File: config.mk
export PLATFORM = sky130hd
export DESIGN_NAME = control_sequencer
export DESIGN_NICKNAME = d
export VERILOG_FILES = /design/src/rtl/cpu_ctrl_pkg.sv /design/src/rtl/ir_decoder.sv /design/src/rtl/control_sequencer.sv
export SDC_FILE = /design/constraint.sdc
export NUM_CORES = 1
export LEC_CHECK = 0
export CORE_MARGIN = 5
export CORE_UTILIZATION = 30
export DETAILED_ROUTE_END_ITERATION = 16
export PLACE_DENSITY = 0.71
export SETUP_SLACK_MARGIN = 0.2
export SLEW_MARGIN = 20
export SYNTH_ARGS = -nofsm -noshare
export SYNTH_HDL_FRONTEND = slang
export SYNTH_SLANG_ARGS = --single-unit
File: constraint.sdc
create_clock -name Clock -period 2.7 [get_ports Clock]
set_input_delay 0.54 -clock Clock [delete_from_list [all_inputs] [get_ports Clock]]
set_output_delay 0.54 -clock Clock [all_outputs]
set_load 0.1 [all_outputs]
File: src/rtl/cpu_ctrl_pkg.sv
// Shared definitions for the hardwired control unit: opcode constants,
// IR field positions, sequencer states and ALU select indices.
package cpu_ctrl_pkg;

   localparam int OPC_LSB = 27;
   localparam int OPC_W   = 5;
   localparam int RA_LSB  = 23;
   localparam int RB_LSB  = 19;
   localparam int RC_LSB  = 15;

   localparam logic [OPC_W-1:0] OP_ADD  = 5'b00000;
   localparam logic [OPC_W-1:0] OP_SUB  = 5'b00001;
   localparam logic [OPC_W-1:0] OP_SHR  = 5'b00010;
   localparam logic [OPC_W-1:0] OP_SHL  = 5'b00011;
   localparam logic [OPC_W-1:0] OP_ROR  = 5'b00100;
   localparam logic [OPC_W-1:0] OP_ROL  = 5'b00101;
   localparam logic [OPC_W-1:0] OP_AND  = 5'b00110;
   localparam logic [OPC_W-1:0] OP_OR   = 5'b00111;
   localparam logic [OPC_W-1:0] OP_MUL  = 5'b01111;
   localparam logic [OPC_W-1:0] OP_DIV  = 5'b10000;
   localparam logic [OPC_W-1:0] OP_NEG  = 5'b10001;
   localparam logic [OPC_W-1:0] OP_NOT  = 5'b10010;
   localparam logic [OPC_W-1:0] OP_HALT = 5'b11011;

   typedef enum logic [3:0] {
      S_RST, T0, T1, T2, T3, T4, T5, T6, S_HALT
   } state_t;

   typedef enum logic [2:0] {
      CL_ALU, CL_MULDIV, CL_UNARY, CL_HALT, CL_ILLEGAL
   } iclass_t;

   // Bit positions inside the one-hot ALU select vector.
   localparam int ALU_W   = 12;
   localparam int SEL_ADD = 0;
   localparam int SEL_SUB = 1;
   localparam int SEL_MUL = 2;
   localparam int SEL_DIV = 3;
   localparam int SEL_SHR = 4;
   localparam int SEL_SHL = 5;
   localparam int SEL_ROR = 6;
   localparam int SEL_ROL = 7;
   localparam int SEL_AND = 8;
   localparam int SEL_OR  = 9;
   localparam int SEL_NEG = 10;
   localparam int SEL_NOT = 11;

   function automatic logic [ALU_W-1:0] alu_onehot(input int idx);
      return ALU_W'(1) << idx;
   endfunction

endpackage

File: src/rtl/ir_decoder.sv
// Combinational instruction decoder: classifies the opcode, picks the ALU
// select and expands the three register fields into one-hot selects.
module ir_decoder
   import cpu_ctrl_pkg::*;
#(
   parameter int BITS      = 32,
   parameter int REGISTERS = 16
) (
   input  logic [BITS-1:0]      i_ir,
   output iclass_t              o_class,
   output logic [ALU_W-1:0]     o_alu_sel,
   output logic [REGISTERS-1:0] o_ra_dec,
   output logic [REGISTERS-1:0] o_rb_dec,
   output logic [REGISTERS-1:0] o_rc_dec
);

   localparam int RW = $clog2(REGISTERS);

   logic [OPC_W-1:0] w_opc;
   logic [RW-1:0]    w_ra;
   logic [RW-1:0]    w_rb;
   logic [RW-1:0]    w_rc;
   logic             w_unused_low;

   assign w_opc        = i_ir[OPC_LSB +: OPC_W];
   assign w_ra         = i_ir[RA_LSB +: RW];
   assign w_rb         = i_ir[RB_LSB +: RW];
   assign w_rc         = i_ir[RC_LSB +: RW];
   assign w_unused_low = ^i_ir[RC_LSB-1:0];

   always_comb begin
      o_class   = CL_ILLEGAL;
      o_alu_sel = '0;
      case (w_opc)
         OP_ADD:  begin o_class = CL_ALU;    o_alu_sel = alu_onehot(SEL_ADD); end
         OP_SUB:  begin o_class = CL_ALU;    o_alu_sel = alu_onehot(SEL_SUB); end
         OP_SHR:  begin o_class = CL_ALU;    o_alu_sel = alu_onehot(SEL_SHR); end
         OP_SHL:  begin o_class = CL_ALU;    o_alu_sel = alu_onehot(SEL_SHL); end
         OP_ROR:  begin o_class = CL_ALU;    o_alu_sel = alu_onehot(SEL_ROR); end
         OP_ROL:  begin o_class = CL_ALU;    o_alu_sel = alu_onehot(SEL_ROL); end
         OP_AND:  begin o_class = CL_ALU;    o_alu_sel = alu_onehot(SEL_AND); end
         OP_OR:   begin o_class = CL_ALU;    o_alu_sel = alu_onehot(SEL_OR);  end
         OP_MUL:  begin o_class = CL_MULDIV; o_alu_sel = alu_onehot(SEL_MUL); end
         OP_DIV:  begin o_class = CL_MULDIV; o_alu_sel = alu_onehot(SEL_DIV); end
         OP_NEG:  begin o_class = CL_UNARY;  o_alu_sel = alu_onehot(SEL_NEG); end
         OP_NOT:  begin o_class = CL_UNARY;  o_alu_sel = alu_onehot(SEL_NOT); end
         OP_HALT: begin o_class = CL_HALT; end
         default: begin o_class = CL_ILLEGAL; end
      endcase
   end

   genvar gi;
   generate
      for (gi = 0; gi < REGISTERS; gi++) begin : g_reg_dec
         assign o_ra_dec[gi] = (w_ra == RW'(gi));
         assign o_rb_dec[gi] = (w_rb == RW'(gi));
         assign o_rc_dec[gi] = (w_rc == RW'(gi));
      end
   endgenerate

endmodule

File: src/rtl/control_sequencer.sv
// Hardwired control unit: fetch (T0-T2), decode in T3 and execute steps for
// ALU, multiply/divide and unary instructions; outputs are Moore decoded.
module control_sequencer
   import cpu_ctrl_pkg::*;
#(
   parameter int BITS      = 32,
   parameter int REGISTERS = 16
) (
   input  logic                 Clock,
   input  logic                 reset,
   input  logic [BITS-1:0]      IRVal,
   input  logic                 mem_ready,
   output logic [REGISTERS-1:0] GPRin,
   output logic [REGISTERS-1:0] GPRout,
   output logic                 PCin,
   output logic                 IRin,
   output logic                 RYin,
   output logic                 RZin,
   output logic                 MARin,
   output logic                 HIin,
   output logic                 LOin,
   output logic                 MDRin,
   output logic                 Read,
   output logic                 MDRout,
   output logic                 LOout,
   output logic                 HIout,
   output logic                 Zhighout,
   output logic                 Zlowout,
   output logic                 PCout,
   output logic                 ADD,
   output logic                 SUB,
   output logic                 MUL,
   output logic                 DIV,
   output logic                 SHR,
   output logic                 SHL,
   output logic                 ROR,
   output logic                 ROL,
   output logic                 AND,
   output logic                 OR,
   output logic                 NEGATE,
   output logic                 NOT,
   output logic                 IncPC,
   output logic                 run,
   output logic                 illegal
);

   state_t               r_state;
   state_t               w_next;
   logic                 r_t1_wait;
   iclass_t              w_class;
   logic [ALU_W-1:0]     w_alu_sel;
   logic [ALU_W-1:0]     w_alu;
   logic [REGISTERS-1:0] w_ra;
   logic [REGISTERS-1:0] w_rb;
   logic [REGISTERS-1:0] w_rc;
   logic                 w_op_en;

   ir_decoder #(
      .BITS      (BITS),
      .REGISTERS (REGISTERS)
   ) u_ir_decoder (
      .i_ir      (IRVal),
      .o_class   (w_class),
      .o_alu_sel (w_alu_sel),
      .o_ra_dec  (w_ra),
      .o_rb_dec  (w_rb),
      .o_rc_dec  (w_rc)
   );

   // r_t1_wait marks the repeat cycles of a stalled fetch read, so PCin
   // fires only on the cycle T1 is first entered.
   always_ff @(posedge Clock or negedge reset) begin
      if (!reset) begin
         r_state   <= S_RST;
         r_t1_wait <= 1'b0;
      end else begin
         r_state   <= w_next;
         r_t1_wait <= (r_state == T1) && !mem_ready;
      end
   end

   always_comb begin
      w_next = r_state;
      case (r_state)
         S_RST: w_next = T0;
         T0:    w_next = T1;
         T1:    if (mem_ready) w_next = T2;
         T2:    w_next = T3;
         T3: begin
            case (w_class)
               CL_HALT:    w_next = S_HALT;
               CL_ILLEGAL: w_next = T0;
               default:    w_next = T4;
            endcase
         end
         T4:     w_next = (w_class == CL_UNARY) ? T0 : T5;
         T5:     w_next = (w_class == CL_MULDIV) ? T6 : T0;
         T6:     w_next = T0;
         S_HALT: w_next = S_HALT;
         default: w_next = S_RST;
      endcase
   end

   always_comb begin
      GPRin    = '0;
      GPRout   = '0;
      PCin     = 1'b0;
      IRin     = 1'b0;
      RYin     = 1'b0;
      RZin     = 1'b0;
      MARin    = 1'b0;
      HIin     = 1'b0;
      LOin     = 1'b0;
      MDRin    = 1'b0;
      Read     = 1'b0;
      MDRout   = 1'b0;
      LOout    = 1'b0;
      HIout    = 1'b0;
      Zhighout = 1'b0;
      Zlowout  = 1'b0;
      PCout    = 1'b0;
      IncPC    = 1'b0;
      illegal  = 1'b0;
      w_op_en  = 1'b0;
      case (r_state)
         T0: begin
            PCout = 1'b1;
            MARin = 1'b1;
            IncPC = 1'b1;
            RZin  = 1'b1;
         end
         T1: begin
            Zlowout = 1'b1;
            Read    = 1'b1;
            MDRin   = 1'b1;
            PCin    = !r_t1_wait;
         end
         T2: begin
            MDRout = 1'b1;
            IRin   = 1'b1;
         end
         T3: begin
            case (w_class)
               CL_ALU: begin
                  GPRout = w_rb;
                  RYin   = 1'b1;
               end
               CL_MULDIV: begin
                  GPRout = w_ra;
                  RYin   = 1'b1;
               end
               CL_UNARY: begin
                  GPRout  = w_rb;
                  w_op_en = 1'b1;
                  RZin    = 1'b1;
               end
               CL_ILLEGAL: illegal = 1'b1;
               default: ;
            endcase
         end
         T4: begin
            case (w_class)
               CL_ALU: begin
                  GPRout  = w_rc;
                  w_op_en = 1'b1;
                  RZin    = 1'b1;
               end
               CL_MULDIV: begin
                  GPRout  = w_rb;
                  w_op_en = 1'b1;
                  RZin    = 1'b1;
               end
               CL_UNARY: begin
                  Zlowout = 1'b1;
                  GPRin   = w_ra;
               end
               default: ;
            endcase
         end
         T5: begin
            case (w_class)
               CL_ALU: begin
                  Zlowout = 1'b1;
                  GPRin   = w_ra;
               end
               CL_MULDIV: begin
                  Zlowout = 1'b1;
                  LOin    = 1'b1;
               end
               default: ;
            endcase
         end
         T6: begin
            Zhighout = 1'b1;
            HIin     = 1'b1;
         end
         default: ;
      endcase
   end

   assign run   = (r_state != S_RST) && (r_state != S_HALT);
   assign w_alu = w_op_en ? w_alu_sel : '0;

   assign ADD    = w_alu[SEL_ADD];
   assign SUB    = w_alu[SEL_SUB];
   assign MUL    = w_alu[SEL_MUL];
   assign DIV    = w_alu[SEL_DIV];
   assign SHR    = w_alu[SEL_SHR];
   assign SHL    = w_alu[SEL_SHL];
   assign ROR    = w_alu[SEL_ROR];
   assign ROL    = w_alu[SEL_ROL];
   assign AND    = w_alu[SEL_AND];
   assign OR     = w_alu[SEL_OR];
   assign NEGATE = w_alu[SEL_NEG];
   assign NOT    = w_alu[SEL_NOT];

endmodule
==> metrics.csv, run 1 <==
metric,value,unit
status,aborted with a tool error,
stop_stage,global routing (5_1_grt),
error,"[ERROR DPL-0038] Utilization greater than 100%, impossible to legalize",
root_buffer,clkbuf_8,
io_pins,97,
port_buffers,79,
syn_area,0.00140,mm²
die-width,78.2,µm
synth_seq_cells,5,
cts_buffer_depth,2,
yosysSeqAreaShare,8.97,%
grt_max_degree,11,
cts_sinks,5,
endpoint_type,output port,
synthArstFlopShare,100,%
crit_endpoint,GPRout[10],
die_y,78.2,µm
synth-edff-count,0,
syn-instance-count,230,
dp_slack,-0.551,ns
cts_buffers,3,
yosys_warnings,0,
cts_htree_levels,1,
syn_avg_cell_area,6.07,µm²
num_rows,24,
dp_hpwl,6190,µm
synth_top_flop_cell,dfrtp_1,
initial_utilization,31.4,%
synth_cell_types,44,
gp_congestion,0.993,
per-stage QoR:
step	instances	instance area [µm²]
2_1_floorplan	231	2110
3_3_place_gp	409	3800
3_5_place_dp	409	3800
4_1_cts	427	4150
cells by family after synthesis:
| family | Yosys count | share of synthesized area [%] |
|---|---|---|
| xor+xnor | 1 | 0.628 |
| buf+inv | 24 | 9.42 |
| other cells | 1 | 0.269 |
| simple gates | 150 | 55.9 |
| flops | 5 | 8.97 |
| mux | 1 | 0.807 |
| compound gates | 48 | 24.0 |
synthesized netlist by cell type, types with 2 or more instances:
master | number | area, µm²
nor2_1 | 39 | 146
nor3_1 | 24 | 120
nand2_1 | 20 | 75.1
nand2b_1 | 15 | 93.8
a21oi_1 | 11 | 55.1
or3_1 | 10 | 62.6
nand3_1 | 9 | 45.0
nor4_1 | 9 | 56.3
o21ai_1 | 8 | 40.0
buf_4 | 7 | 52.6
clkbuf_1 | 7 | 26.3
o221ai_1 | 7 | 61.3
dfrtp_1 | 5 | 125
nor2b_1 | 5 | 31.3
or2_2 | 5 | 31.3
nand3b_1 | 4 | 30.0
a21o_1 | 3 | 22.5
buf_2 | 3 | 15.0
clkbuf_2 | 3 | 15.0
inv_1 | 3 | 11.3
o211ai_1 | 3 | 22.5
o32ai_1 | 3 | 26.3
or4_1 | 3 | 22.5
o22a_1 | 2 | 17.5
o22ai_1 | 2 | 12.5
o32a_1 | 2 | 20.0
repair_timing:
action,in CTS
endpoints found under the hold margin,0
hold buffers,0
pin swaps,28
gates resized for setup,69
cloned,2
endpoints found under the setup margin,47
setup buffers,12
==> run 2, diff against run 1 <==
--- a/config.mk
+++ b/config.mk
@@ -6,10 +6,9 @@
 export NUM_CORES = 1
 export LEC_CHECK = 0
 export CORE_MARGIN = 5
-export CORE_UTILIZATION = 30
+export CORE_UTILIZATION = 20
 export DETAILED_ROUTE_END_ITERATION = 16
-export PLACE_DENSITY = 0.71
-export SETUP_SLACK_MARGIN = 0.2
+export PLACE_DENSITY_LB_ADDON = 0.15
 export SLEW_MARGIN = 20
 export SYNTH_ARGS = -nofsm -noshare
 export SYNTH_HDL_FRONTEND = slang
==> metrics.csv, run 2 <==
metric,value,unit,change
top_register,r_state,,
finalCriticalPeriod,2.77,ns,
n_fill_cell,595,,
crit_path_frequent_cell,or3_4,,
clock.fmax,0.361,GHz,
die-width,93.5,µm,+20%
layout_setup_ws,-0.0673,ns,
final_common_cell,buf_4,,
syn2layout_area_growth,193,%,
largest_reg_flops,4,,
dp_slack,-0.559,ns,-0.00752 ns
root_buffer,clkbuf_8,,
met1_usage,21.8,%,
stdcell_area,0.00409,mm²,
nets,405,,
clkTransAtPathRegs,0.04,ns,
hold_violations,0,,
drc_errors,0,,
met2_usage,26.5,%,
fin_skew,0.00259,ns,
p_per_area,457,mW/mm²,
start_kind,primary input,,
num_antenna_cells,0,,
critPathMaxStageDelay,0.45,ns,
grt_first_pass_wirelength,11300,µm,
synth_seq_cells,5,,unchanged
cts_hold_buf,0,,unchanged
synthArstFlopShare,100,%,unchanged
crit_path_start,IRVal[29],,
setup-violations-final,8,,
syn_area,0.00140,mm²,unchanged
die_y,93.5,µm,+20%
cap_viol_max_count,0,,
rr_startpoint,r_state[2],,
final_cell_mix,"buf_4 (76), buf_12 (52), nor2_4 (20)",,
slew_viol_final,0,,
grt_use_total,15.8,%,
hp-class,in -> async,,
viasPerCell,4.87,,
grt_pass1_vias,2282,,
tns,-0.184,ns,
num_rows,30,,+25%
coreArea,0.00679,mm²,
cts_htree_levels,1,,unchanged
grt-ovfl-total,0,,
dp_hpwl,5640,µm,-8.8%
grt_max_degree,13,,
cts_buffers,3,,unchanged
port_buffers,79,,unchanged
yosysSeqAreaShare,8.97,%,unchanged
synth_area_leader_cell,nor2_1,,
clkLatencyLatePin,0.22,ns,
arrival,2.23,ns,
status,"complete, but fails checks",,
reg2regPathDepth,5,,
synth_cell_types,44,,unchanged
cts_buffer_depth,2,,unchanged
r2r_slack,1.13,ns,
postPlaceCellArea,0.00372,mm²,-2.1%
met3_usage,1.29,%,
cts_sinks,5,,unchanged
power.leakage,1.52,nW,
synth_most_common_cell,nor2_1,,
cpMaxStageDelayCell,or3_4,,
grt_antenna_before_repair,0,,
violations,negative setup slack,,
io_pins,97,,unchanged
fin_crit_sh,102,%,
yosys_warnings,0,,unchanged
dr.pass1.iters,4,,
cts_tree,built,,
synth-edff-count,0,,unchanged
grt_setup_unrepaired,yes,,
wl,7140,µm,
initial_utilization,20.5,%,-11 points
worstPathMaxFanout,6,,
ant_nets,0,,
post_drt_wl_per_cell,15.4,µm,
cp-end-kind,output port,,
syn_avg_cell_area,6.07,µm²,unchanged
dieArea,0.00875,mm²,
drtIter0Drc,121,,
peakVddDrop,0.464,mV,
vias,2263,,
layout-drive-gt1-share,66.9,%,
syn-instance-count,230,,unchanged
path_cells,"buf_6, or3_4, o22a_4, or3_4, o221ai_4, buf_12",,
path_class,in -> out,,
top_regs,"r_state: 4 flops, r_t1_wait: 1 flops",,
gp_congestion,0.903,,-9.1%
synth.top_cell.area_share,10.5,%,unchanged
cp.required,2.16,ns,
synth_top_flop_cell,dfrtp_1,,
ys_top_cells_by_area,"nor2_1 (10%), dfrtp_1 (9.0%), nor3_1 (8.6%)",,
busiest_layer,met2,,
synth_commonest_cells,"nor2_1 (39), nor3_1 (24), nand2_1 (20)",,
run 2: repair_timing:
| action | CTS | global route |
|---|---|---|
| pin swaps | 13 | 9 |
| buffers inserted | 9 | 1 |
| gates resized for setup | 58 | 28 |
| setup endpoints to repair | 41 | 25 |
run 2: critical path: cells and delay by family:
family	cells	cell delay, ns
buffers and inverters	2	0.30
AO/OA/AOI/OAI	2	0.51
AND/OR/NAND/NOR	2	0.86
run 2: worst paths after layout:
kind	endpoint
min in group Clock	r_state[3]
max in group asynchronous	r_state[2]
setup reg to reg	r_state[2]
hold reg to reg	r_state[3]
hold / removal	r_state[3]
setup / recovery	GPRout[8]
run 2: per-layer routing:
layer | wire (µm) | vias to the layer above | share of wire, %
met2 | 3440 | 85 | 48
met5 | 0 | - | 0
li1 | - | 1126 | -
met3 | 377 | 8 | 5.3
met4 | 97 | 0 | 1.4
met1 | 3230 | 1044 | 45
run 2: through the flow:
stage | instances | hold slack [ns] | total power [W] | utilization [%]
6_report | 465 | 0.544 | 0.00187 | 60.2
3_5_place_dp | 452 | 0.644 | 0.00169 | 54.7
3_3_place_gp | 452 | 0.642 | 0.00168 | 54.7
5_1_grt | 465 | 0.573 | 0.00194 | 60.2
4_1_cts | 465 | 0.550 | 0.00186 | 58.5
2_1_floorplan | 231 | 0.244 | 0.00127 | -
run 2: final cells by class:
cell class | count | area, µm² | area share [%]
clock buffers | 4 | 45.0 | 1.10
inverters | 3 | 11.3 | 0.275
multi-input cells | 202 | 1880 | 45.9
flip-flops and latches | 5 | 126 | 3.09
well taps | 96 | 120 | 2.94
repair buffers | 155 | 1910 | 46.7
run 2: logic make-up after synthesis:
| family | share of synthesized area [%] |
|---|---|
| AOI/OAI and AO/OA | 24.0 |
| xor gates and xnor gates | 0.628 |
| buffers and inverters | 9.42 |
| DFF | 8.97 |
| muxes | 0.807 |
| other | 0.269 |
| and+or+nand+nor | 55.9 |
run 2: where the power goes:
part / switching, W / internal (W) / total (W)
clock network: 0.0000368 / 0.000101 / 0.000138
logic: 0.00108 / 0.000507 / 0.00159
registers: 0.0000438 / 0.000101 / 0.000145
Power figures use the tool's default switching activity.
